`config.mk`:
```
export PLATFORM = sky130hd
export DESIGN_NAME = sipo_frame_rx
export DESIGN_NICKNAME = d
export VERILOG_FILES = /design/src/rtl/sipo_frame_rx.sv
export SDC_FILE = /design/constraint.sdc
export NUM_CORES = 1
export LEC_CHECK = 0
export BUFFER_PORTS_ARGS = -buffer_cell sky130_fd_sc_hd__buf_2
export CORE_ASPECT_RATIO = 0.6
export CORE_MARGIN = 2
export CORE_UTILIZATION = 35
export CTS_CLUSTER_DIAMETER = 200
export CTS_CLUSTER_SIZE = 10
export DETAILED_ROUTE_END_ITERATION = 7
export REMOVE_ABC_BUFFERS = 1
export SLEW_MARGIN = 25
export SYNTH_ARGS = -nofsm -noshare
export SYNTH_HDL_FRONTEND = slang
export SYNTH_SLANG_ARGS = --single-unit
```
`constraint.sdc`:
```
create_clock -name clk -period 1.5 [get_ports clk]
set_input_delay 0.3 -clock clk [delete_from_list [all_inputs] [get_ports clk]]
set_output_delay 0.3 -clock clk [all_outputs]
set_load 0.01 [all_outputs]
```
`src/rtl/sipo_frame_rx.sv`:
```
// Framed serial receiver: start bit, WIDTH data bits LSB first, optional even parity, stop bit.
// Words are delivered on data_out with one-cycle data_valid/parity_err/frame_err pulses.
module sipo_frame_rx #(
  parameter int WIDTH     = 4,
  parameter bit PARITY_EN = 1
) (
  input  logic             clk,
  input  logic             rst,
  input  logic             sin,
  input  logic             sin_en,
  output logic [WIDTH-1:0] data_out,
  output logic             data_valid,
  output logic             parity_err,
  output logic             frame_err,
  output logic             busy
);

  // state     | meaning
  // IDLE      | line idle, waiting for a low start bit
  // DATA      | shifting in data bits, LSB first
  // PARITY    | sampling the even-parity bit
  // STOP      | sampling the stop bit, deliver or flag framing error
  // WAIT_HIGH | after a framing error, wait for the line to return high
  typedef enum logic [2:0] {
    S_IDLE,
    S_DATA,
    S_PARITY,
    S_STOP,
    S_WAIT_HIGH
  } state_t;

  localparam int CNT_W = (WIDTH > 1) ? $clog2(WIDTH) : 1;
  localparam logic [CNT_W-1:0] LAST_BIT = CNT_W'(WIDTH - 1);

  state_t           r_state;
  logic [CNT_W-1:0] r_bit_cnt;
  logic [WIDTH-1:0] r_shift;
  logic             r_par_acc;
  logic             r_par_mis;
  logic [WIDTH-1:0] r_data_out;
  logic             r_data_valid;
  logic             r_parity_err;
  logic             r_frame_err;

  always_ff @(posedge clk) begin
    if (rst) begin
      r_state      <= S_IDLE;
      r_bit_cnt    <= '0;
      r_shift      <= '0;
      r_par_acc    <= 1'b0;
      r_par_mis    <= 1'b0;
      r_data_out   <= '0;
      r_data_valid <= 1'b0;
      r_parity_err <= 1'b0;
      r_frame_err  <= 1'b0;
    end else begin
      // Pulses drop on the next edge regardless of the strobe.
      r_data_valid <= 1'b0;
      r_parity_err <= 1'b0;
      r_frame_err  <= 1'b0;
      if (sin_en) begin
        case (r_state)
          S_IDLE: begin
            if (!sin) begin
              r_state   <= S_DATA;
              r_bit_cnt <= '0;
              r_par_acc <= 1'b0;
              r_par_mis <= 1'b0;
            end
          end
          S_DATA: begin
            r_shift[r_bit_cnt] <= sin;
            r_par_acc          <= r_par_acc ^ sin;
            if (r_bit_cnt == LAST_BIT) begin
              r_state <= PARITY_EN ? S_PARITY : S_STOP;
            end else begin
              r_bit_cnt <= r_bit_cnt + 1'b1;
            end
          end
          S_PARITY: begin
            r_par_mis <= sin ^ r_par_acc;
            r_state   <= S_STOP;
          end
          S_STOP: begin
            if (sin) begin
              r_data_out   <= r_shift;
              r_data_valid <= 1'b1;
              r_parity_err <= r_par_mis;
              r_state      <= S_IDLE;
            end else begin
              r_frame_err <= 1'b1;
              r_state     <= S_WAIT_HIGH;
            end
          end
          S_WAIT_HIGH: begin
            if (sin) r_state <= S_IDLE;
          end
          default: r_state <= S_IDLE;
        endcase
      end
    end
  end

  assign data_out   = r_data_out;
  assign data_valid = r_data_valid;
  assign parity_err = r_parity_err;
  assign frame_err  = r_frame_err;
  assign busy       = (r_state != S_IDLE);

endmodule
```
==> After elaboration in Yosys (flattened, before gate mapping) <==
Cells that the tools add are included.
{ "word_totals": {"wordCells": 53, "input_bits": 4, "reg_bits": 18, "out_inout_bits": 8} }
{ "classes": {"bitwise": 3, "mux": 17, "eq_ne": 9, "n_reduce_logical": 12, "add_sub_neg": 1, "order_cmp": 2} }
{ "ops": {"columns": ["op", "n"], "rows": [
  ["$pmux 3 s5", 1],
  ["$mux 3", 4],
  ["$ne 2x2->1 const B", 4],
  ["$reduce_and 4->1", 2],
  ["$eq 3x2->1 const B", 2],
  ["$reduce_and 3->1", 2],
  ["$mux 1", 5],
  ["$bwmux 4", 1],
  ["$mux 2", 2],
  ["$pmux 1 s2", 2],
  ["$pmux 2 s2", 1],
  ["$reduce_and 2->1", 2],
  ["$reduce_bool 2->1", 2],
  ["$eq 3x1->1 const B", 1],
  ["$eq 3x3->1 const B", 1],
  ["$logic_not 3->1", 1],
  ["$lt 2x3->1 const B", 1],
  ["$reduce_bool 3->1", 1],
  ["$reduce_or 3->1", 1],
  ["$add 2x1->2 const B", 1],
  ["$demux 1 s2", 1],
  ["$eq 2x2->1 const B", 1],
  ["$ge 2x1->1 const B", 1],
  ["$not 1->1", 2],
  ["2 further kinds", 2]
]} }

==> Depth between registers and ports, before layout <==
Gate-level depths: netlist (run 1).
{ "depth": {"ltp_word": 5, "ltp_mapped": 5, "ltp_nobuf": 5} }

==> Least setup slack after synthesis (run 1) <==
Ideal clock, no wire load.
{ "synth_timing": {"path_type": "flip-flop to flip-flop", "start": "register r_state[2]", "end": "register r_bit_cnt[1]", "path_buffers": 1, "synth_period_minus_slack_ns": 1.486, "arrival_time_ns": 1.362, "path_stages_with_launch": 5, "setup_time_ns": 0.123, "path_slack_ns": 0.014, "t_required_ns": 1.377, "cell_sequence": "dfxtp_1 buf_6 or3b_4 a211oi_2 mux2_1"} }
{ "synth_via": {"elab_chain_cells": 3, "elab_cells_between_ends": 7, "cone_classes": "eq/ne: 3; mux: 1; reduce/logical: 3"} }
{ "synth_lines": {"columns": ["item", "line", "text"], "rows": [
  ["start: declaration", "35", "state_t r_state;"],
  ["start signal: assignment", "75", "r_state <= PARITY_EN ? S_PARITY : S_STOP;"],
  ["$eq 3x1->1 or $logic_not 3->1 (tied branches)", "62", "case (r_state)"],
  ["$ne 2x2->1 (no source line) or $reduce_bool 2->1 (tied branches)", null, null],
  ["$reduce_and 4->1 (no source line)", null, null],
  ["end signal: assignment", "77", "r_bit_cnt <= r_bit_cnt + 1'b1;"],
  ["end: declaration", "36", "logic [CNT_W-1:0] r_bit_cnt;"]
]} }
Parallel ways exist; a longest one is shown, timed or not.
A chain may end at the register's enable or synchronous reset.

==> Worst setup path after layout (run 1) <==
{ "layout_timing": {"start": "register r_state[2]", "end": "output busy"} }
{ "layout_via": {"elab_chain_cells": 1} }
{ "layout_lines": {"columns": ["item", "line", "text"], "rows": [
  ["$reduce_bool 3->1", "108", "assign busy = (r_state != S_IDLE);"],
  ["end: declaration", "15", "output logic busy"]
]} }
Every way passes these cells.

==> results of run 1 <==
cells by family (layout without fill, tap and decap cells):
family	after synthesis	after routing	share of synthesized area
multiplexers	9	9	0.106
adder cells (fa/ha/maj)	4	4	0.0579
XOR/XNOR	1	1	0.0101
buffers and inverters	12	27	0.0608
AO/OA/AOI/OAI	11	11	0.0912
AND/OR/NAND/NOR	38	38	0.258
flip-flops	18	18	0.417
layout make-up:
| type | count | area [um2] | area share |
|---|---|---|---|
| clock buffers | 4 | 55.1 | 0.0525 |
| flip-flops and latches | 18 | 362 | 0.345 |
| well taps | 30 | 37.5 | 0.0358 |
| repair buffers | 18 | 115 | 0.110 |
| multi-input cells | 63 | 460 | 0.439 |
| inverters | 5 | 18.8 | 0.0179 |
per-layer routing:
layer,up-vias,GRT usage
li1,355,-
met1,300,0.186
met2,17,0.175
met3,2,0.0645
met4,0,0.0240
met5,-,0
critical path, stage by stage (launching register included):
cell and delay, ps:
dfxtp_2 320, buf_6 110, or3_1 350, buf_2 140
state kept, by name (all words and copies together) (netlist names):
signal / count
data_out: 4
r_shift: 4
r_state: 3
r_bit_cnt: 2
data_valid: 1
frame_err: 1
parity_err: 1
r_par_acc: 1
r_par_mis: 1
cells in the final DEF, fill, tap and decap left out, types with 2 or more instances in the layout:
cell type	instances
o21ai_0	2
buf_6	2
buf_4	5
buf_2	11
inv_1	5
nor3_1	2
dfxtp_1	17
nor2b_1	4
and3_1	2
mux2i_1	8
a21oi_1	2
nand4b_1	2
clkbuf_8	4
ha_1	4
o31ai_1	3
nand3_1	5
nand2_1	10
nor2_1	3
metrics by stage:
stage / cells / hold WS, ps / power (mW)
3_5_place_dp: 133 / 453 / 0.570
4_1_cts: 138 / 392 / 0.962
6_report: 138 / 395 / 0.956
5_1_grt: 138 / 405 / 1.00
2_1_floorplan: 86 / 369 / 0.536
3_3_place_gp: 133 / 445 / 0.568
worst min-delay path by stage:
| stage | endpoint | start | slack (ps) | cells after the start |
|---|---|---|---|---|
| floorplan | r_par_acc | rst | 370 | 1 |
| global placement | data_out[2] | data_out[2] | 440 | 2 |
| detailed placement | data_out[0] | data_out[0] | 450 | 2 |
| CTS | r_par_acc | rst | 390 | 3 |
| global route | r_par_acc | rst | 400 | 3 |
| finish | r_par_acc | rst | 400 | 3 |
power by group:
group	leakage [nW]	total (mW)	internal [mW]	switching [mW]
registers	0.146	0.490	0.483	0.00694
logic	0.306	0.0727	0.0301	0.0426
clock network	0.0288	0.393	0.233	0.160
total	0.481	0.956	0.746	0.210
what timing repair did:
| action | CTS | global route |
|---|---|---|
| gates resized for setup | 2 | 3 |
| pin swaps | 0 | 0 |
| buffers inserted | 1 | 0 |
| endpoints found under the setup margin | 1 | 5 |
| endpoints found under the hold margin | 0 | 0 |
==> qor.csv, run 1 <==
metric,value,unit
p_leak,0.481,nW
final_max_slew_viol_count,0,
num_antenna_cells,0,
clkTransAtPathRegs,70,ps
syn_inst,93,
reg2reg_slack,70,ps
route.detailed.drc,0,
clockRootBuffer,clkbuf_8,
initial_core_util,0.385,
grt_max_degree,12,
die_h,42.5,um
viasPerCell,4.88,
synthTopCellsByCount,"dfxtp_1, nand2_1, mux2i_1",
firstDrtPassIters,4,
startpoint_type,flop,
yosys-top-cells-area,"dfxtp_1, mux2i_1, ha_1, nand2_1, nand3_1",
dr.max_layer_used,met4,
worst_slack,30.8,ps
outcome,"finished, final reports clean",
period_needed,1470,ps
die_w,68.2,um
areaGrowthSynthToFinish,21.3,%
critPathLaunch,r_state[2],
cp_data_required_time,1200,ps
place_area,968,um2
ir_worst_vdd,495,uV
cts_buffers,3,
finalClockSkew,4.82,ps
async_flop_share,0,
power_density,912,mW/mm2
ys_warn_count,0,
worstHoldPathType,input pin to flop,
die_area,0.00290,mm2
routed_wl,1670,um
relSlewSlack,0.791,
num_vias,674,
ant_nets,0,
synth_top_area_cell,dfxtp_1,
wl_met3,106,um
synth_edf_count,0,
fp-row-count,13,
drt-met1-wl,933,um
synth_seq_area_share,0.417,
dr_wl_met2,626,um
endpoint,busy,
track_usage,0.130,
cap_violations,0,
min_period_over_period,0.979,
cts_tree,done,
grt_pass1_vias,606,
dp_hpwl,1250,um
ctsHoldBuffers,0,
regToRegStartpoint,r_state[2],
ys_types,32,
hold_violations,0,
gp_congestion,0.786,
ys_seq_elements,18,
crit_type,flop to output port,
portBuffers,11,
rsz0062_at_grt,yes,
reg2regPathDepth,3,
post-place-ws,-1.61,ps
nets,117,
worstMarginPinSlew,312,ps
cts.sinks,18,
netlist_area,865,um2
core-area,0.00224,mm2
cp_max_fo,2,
finalSetupTns,0,ps
final_area,0.00105,mm2
avgSynthCellArea,9.30,um2
final_core_util,0.467,
cts-htree-levels,1,
synth-main-ff-cell,dfxtp_1,
grt_pass1_wl,2770,um
yosysMostFrequentCell,dfxtp_1,
finalSetupViolCount,0,
overflow,0,
drt_iter0_markers,91,
end_kind,output port,
wl_per_cell,12.1,um
ios,12,
arrival,1170,ps
clockBufferDepth,2,
n_fill_cell,225,
fmax,681,MHz
synth_top_cell_area_share,0.417,
antenna_found_initial,0,
clock_latency,250,ps
drive_above_1_share,0.259,
rr_endpoint,r_bit_cnt[1],
No activity file was read; power rests on OpenSTA's default activity.
==> run 2, diff against run 1 <==
CELL_PAD_IN_SITES_DETAIL_PLACEMENT = 1   (was default)
CELL_PAD_IN_SITES_GLOBAL_PLACEMENT = 2   (was default)
CORE_UTILIZATION = 30   (was 35)
PLACE_DENSITY_LB_ADDON = 0.1   (was default)
RECOVER_POWER = 25   (was default)
SKIP_CTS_REPAIR_TIMING = 1   (was default)
==> qor.csv, run 2 (synthesis results as in run 1) <==
metric,value,unit,change
fp-row-count,15,,+2
cts_buffers,3,,unchanged
gp_congestion,0.749,,-4.7%
holdPathStages,2,,-1
core-area,0.00282,mm2,+25%
cts-htree-levels,1,,unchanged
die_area,0.00334,mm2,+15%
drive_above_1_share,0.213,,-0.0463
ir_worst_vdd,362,uV,-27%
final_max_slew_viol_count,0,,unchanged
clkTransAtPathRegs,70,ps,about the same
viasPerCell,4.97,,+1.8%
drt_iter0_markers,31,,-66%
cts.sinks,18,,unchanged
nets,117,,unchanged
clockBufferDepth,2,,unchanged
cp_data_required_time,1200,ps,about the same
failed_checks,negative setup slack,,
relSlewSlack,0.730,,-0.0606
final_core_util,0.372,,-0.0951
worstHoldPathType,input pin to flop,,
grt_pass1_vias,626,,+3.3%
ios,12,,unchanged
areaGrowthSynthToFinish,21.1,%,
finalClockSkew,5.87,ps,+1.05 ps
num_antenna_cells,0,,unchanged
die_h,45.6,um,+7.3%
layout_common_cells,"dfxtp_1, nand2_1, mux2i_1",,
period_needed,1500,ps,+34.1 ps
min_to,r_state[0],,
grt_max_degree,12,,unchanged
post-place-ws,-15.9,ps,-14.3 ps
cap_violations,0,,unchanged
cp_max_fo,2,,unchanged
num_vias,706,,+4.7%
rsz0062_at_grt,yes,,
regToRegStartpoint,r_state[2],,
dp_hpwl,1360,um,+9.1%
end_kind,output port,,
track_usage,0.123,,-0.00701
route.detailed.drc,0,,unchanged
p_leak,0.454,nW,-5.5%
initial_core_util,0.307,,-0.0781
final_common_cell,dfxtp_1,,
startpoint_type,flop,,
clockRootBuffer,clkbuf_8,,
place_inst,137,,+3.0%
power_density,919,mW/mm2,+0.80%
overflow,0,,unchanged
portBuffers,11,,unchanged
fmax,665,MHz,-2.3%
min_from,rst,,
cts_tree,done,,
hold_violations,0,,unchanged
grt_pass1_wl,3080,um,+11%
reg2regPathDepth,3,,unchanged
whs,374,ps,-21.7 ps
antenna_found_initial,0,,unchanged
wl_per_cell,13.7,um,+13%
finalSetupViolCount,1,,+1
firstDrtPassIters,4,,unchanged
ant_nets,0,,unchanged
worstMarginPinSlew,403,ps,+90.6 ps
clock_latency,250,ps,about the same
outcome,"finished, violations left",,
arrival,1200,ps,+30 ps
worst_slack,-3.21,ps,-34.1 ps
die_w,73.3,um,+7.5%
instances_no_fill,142,,+2.9%
crit_type,flop to output port,,
routed_wl,1940,um,+16%
rr_endpoint,r_bit_cnt[1],,
finalSetupTns,-3.21,ps,-3.21 ps
reg2reg_slack,40,ps,-30 ps
min_period_over_period,1.00,,+0.0227
[run 2: worst max-delay path, stage by stage (launching register included)]
cell and delay [ps]:
dfxtp_2 330, buf_6 110, or3_1 360, buf_2 140
[run 2: report_power, final]
group	total, mW	switching, mW	internal [mW]
clock network	0.397	0.164	0.233
logic	0.0743	0.0442	0.0301
registers	0.491	0.00816	0.483
[run 2: worst max path at each step]
stage,startpoint,endpoint,slack [ps],cells after the start
2_1_floorplan,r_state[2],r_bit_cnt[1],50,3
3_3_place_gp,sin_en,r_bit_cnt[1],30,4
3_5_place_dp,sin_en,r_bit_cnt[1],-20,4
4_1_cts,r_state[2],busy,-60,3
5_1_grt,r_state[1],busy,-20,3
6_report,r_state[1],busy,-3,3
[run 2: through the flow]
stage               area, um2  total power [mW]
floorplan                 831             0.536
global placement          973             0.573
detailed placement        973             0.572
CTS                      1030             0.974
global route             1050              1.01
finish                   1050             0.963
[run 2: area by class of cell]
type,instances,area [um2]
clock buffer,4,55.1
fill,332,1770
inverter,5,18.8
multi-input combinational,63,459
sequential,18,364
tap,34,42.5
timing repair buffer,18,108
[run 2: routing by layer]
metal	vias up	wire length [um]	GRT usage
met1	342	1020	0.182
met4	0	14	0.0218
met5	-	0	0
li1	352	-	-
met3	2	78	0.0487
met2	10	829	0.169
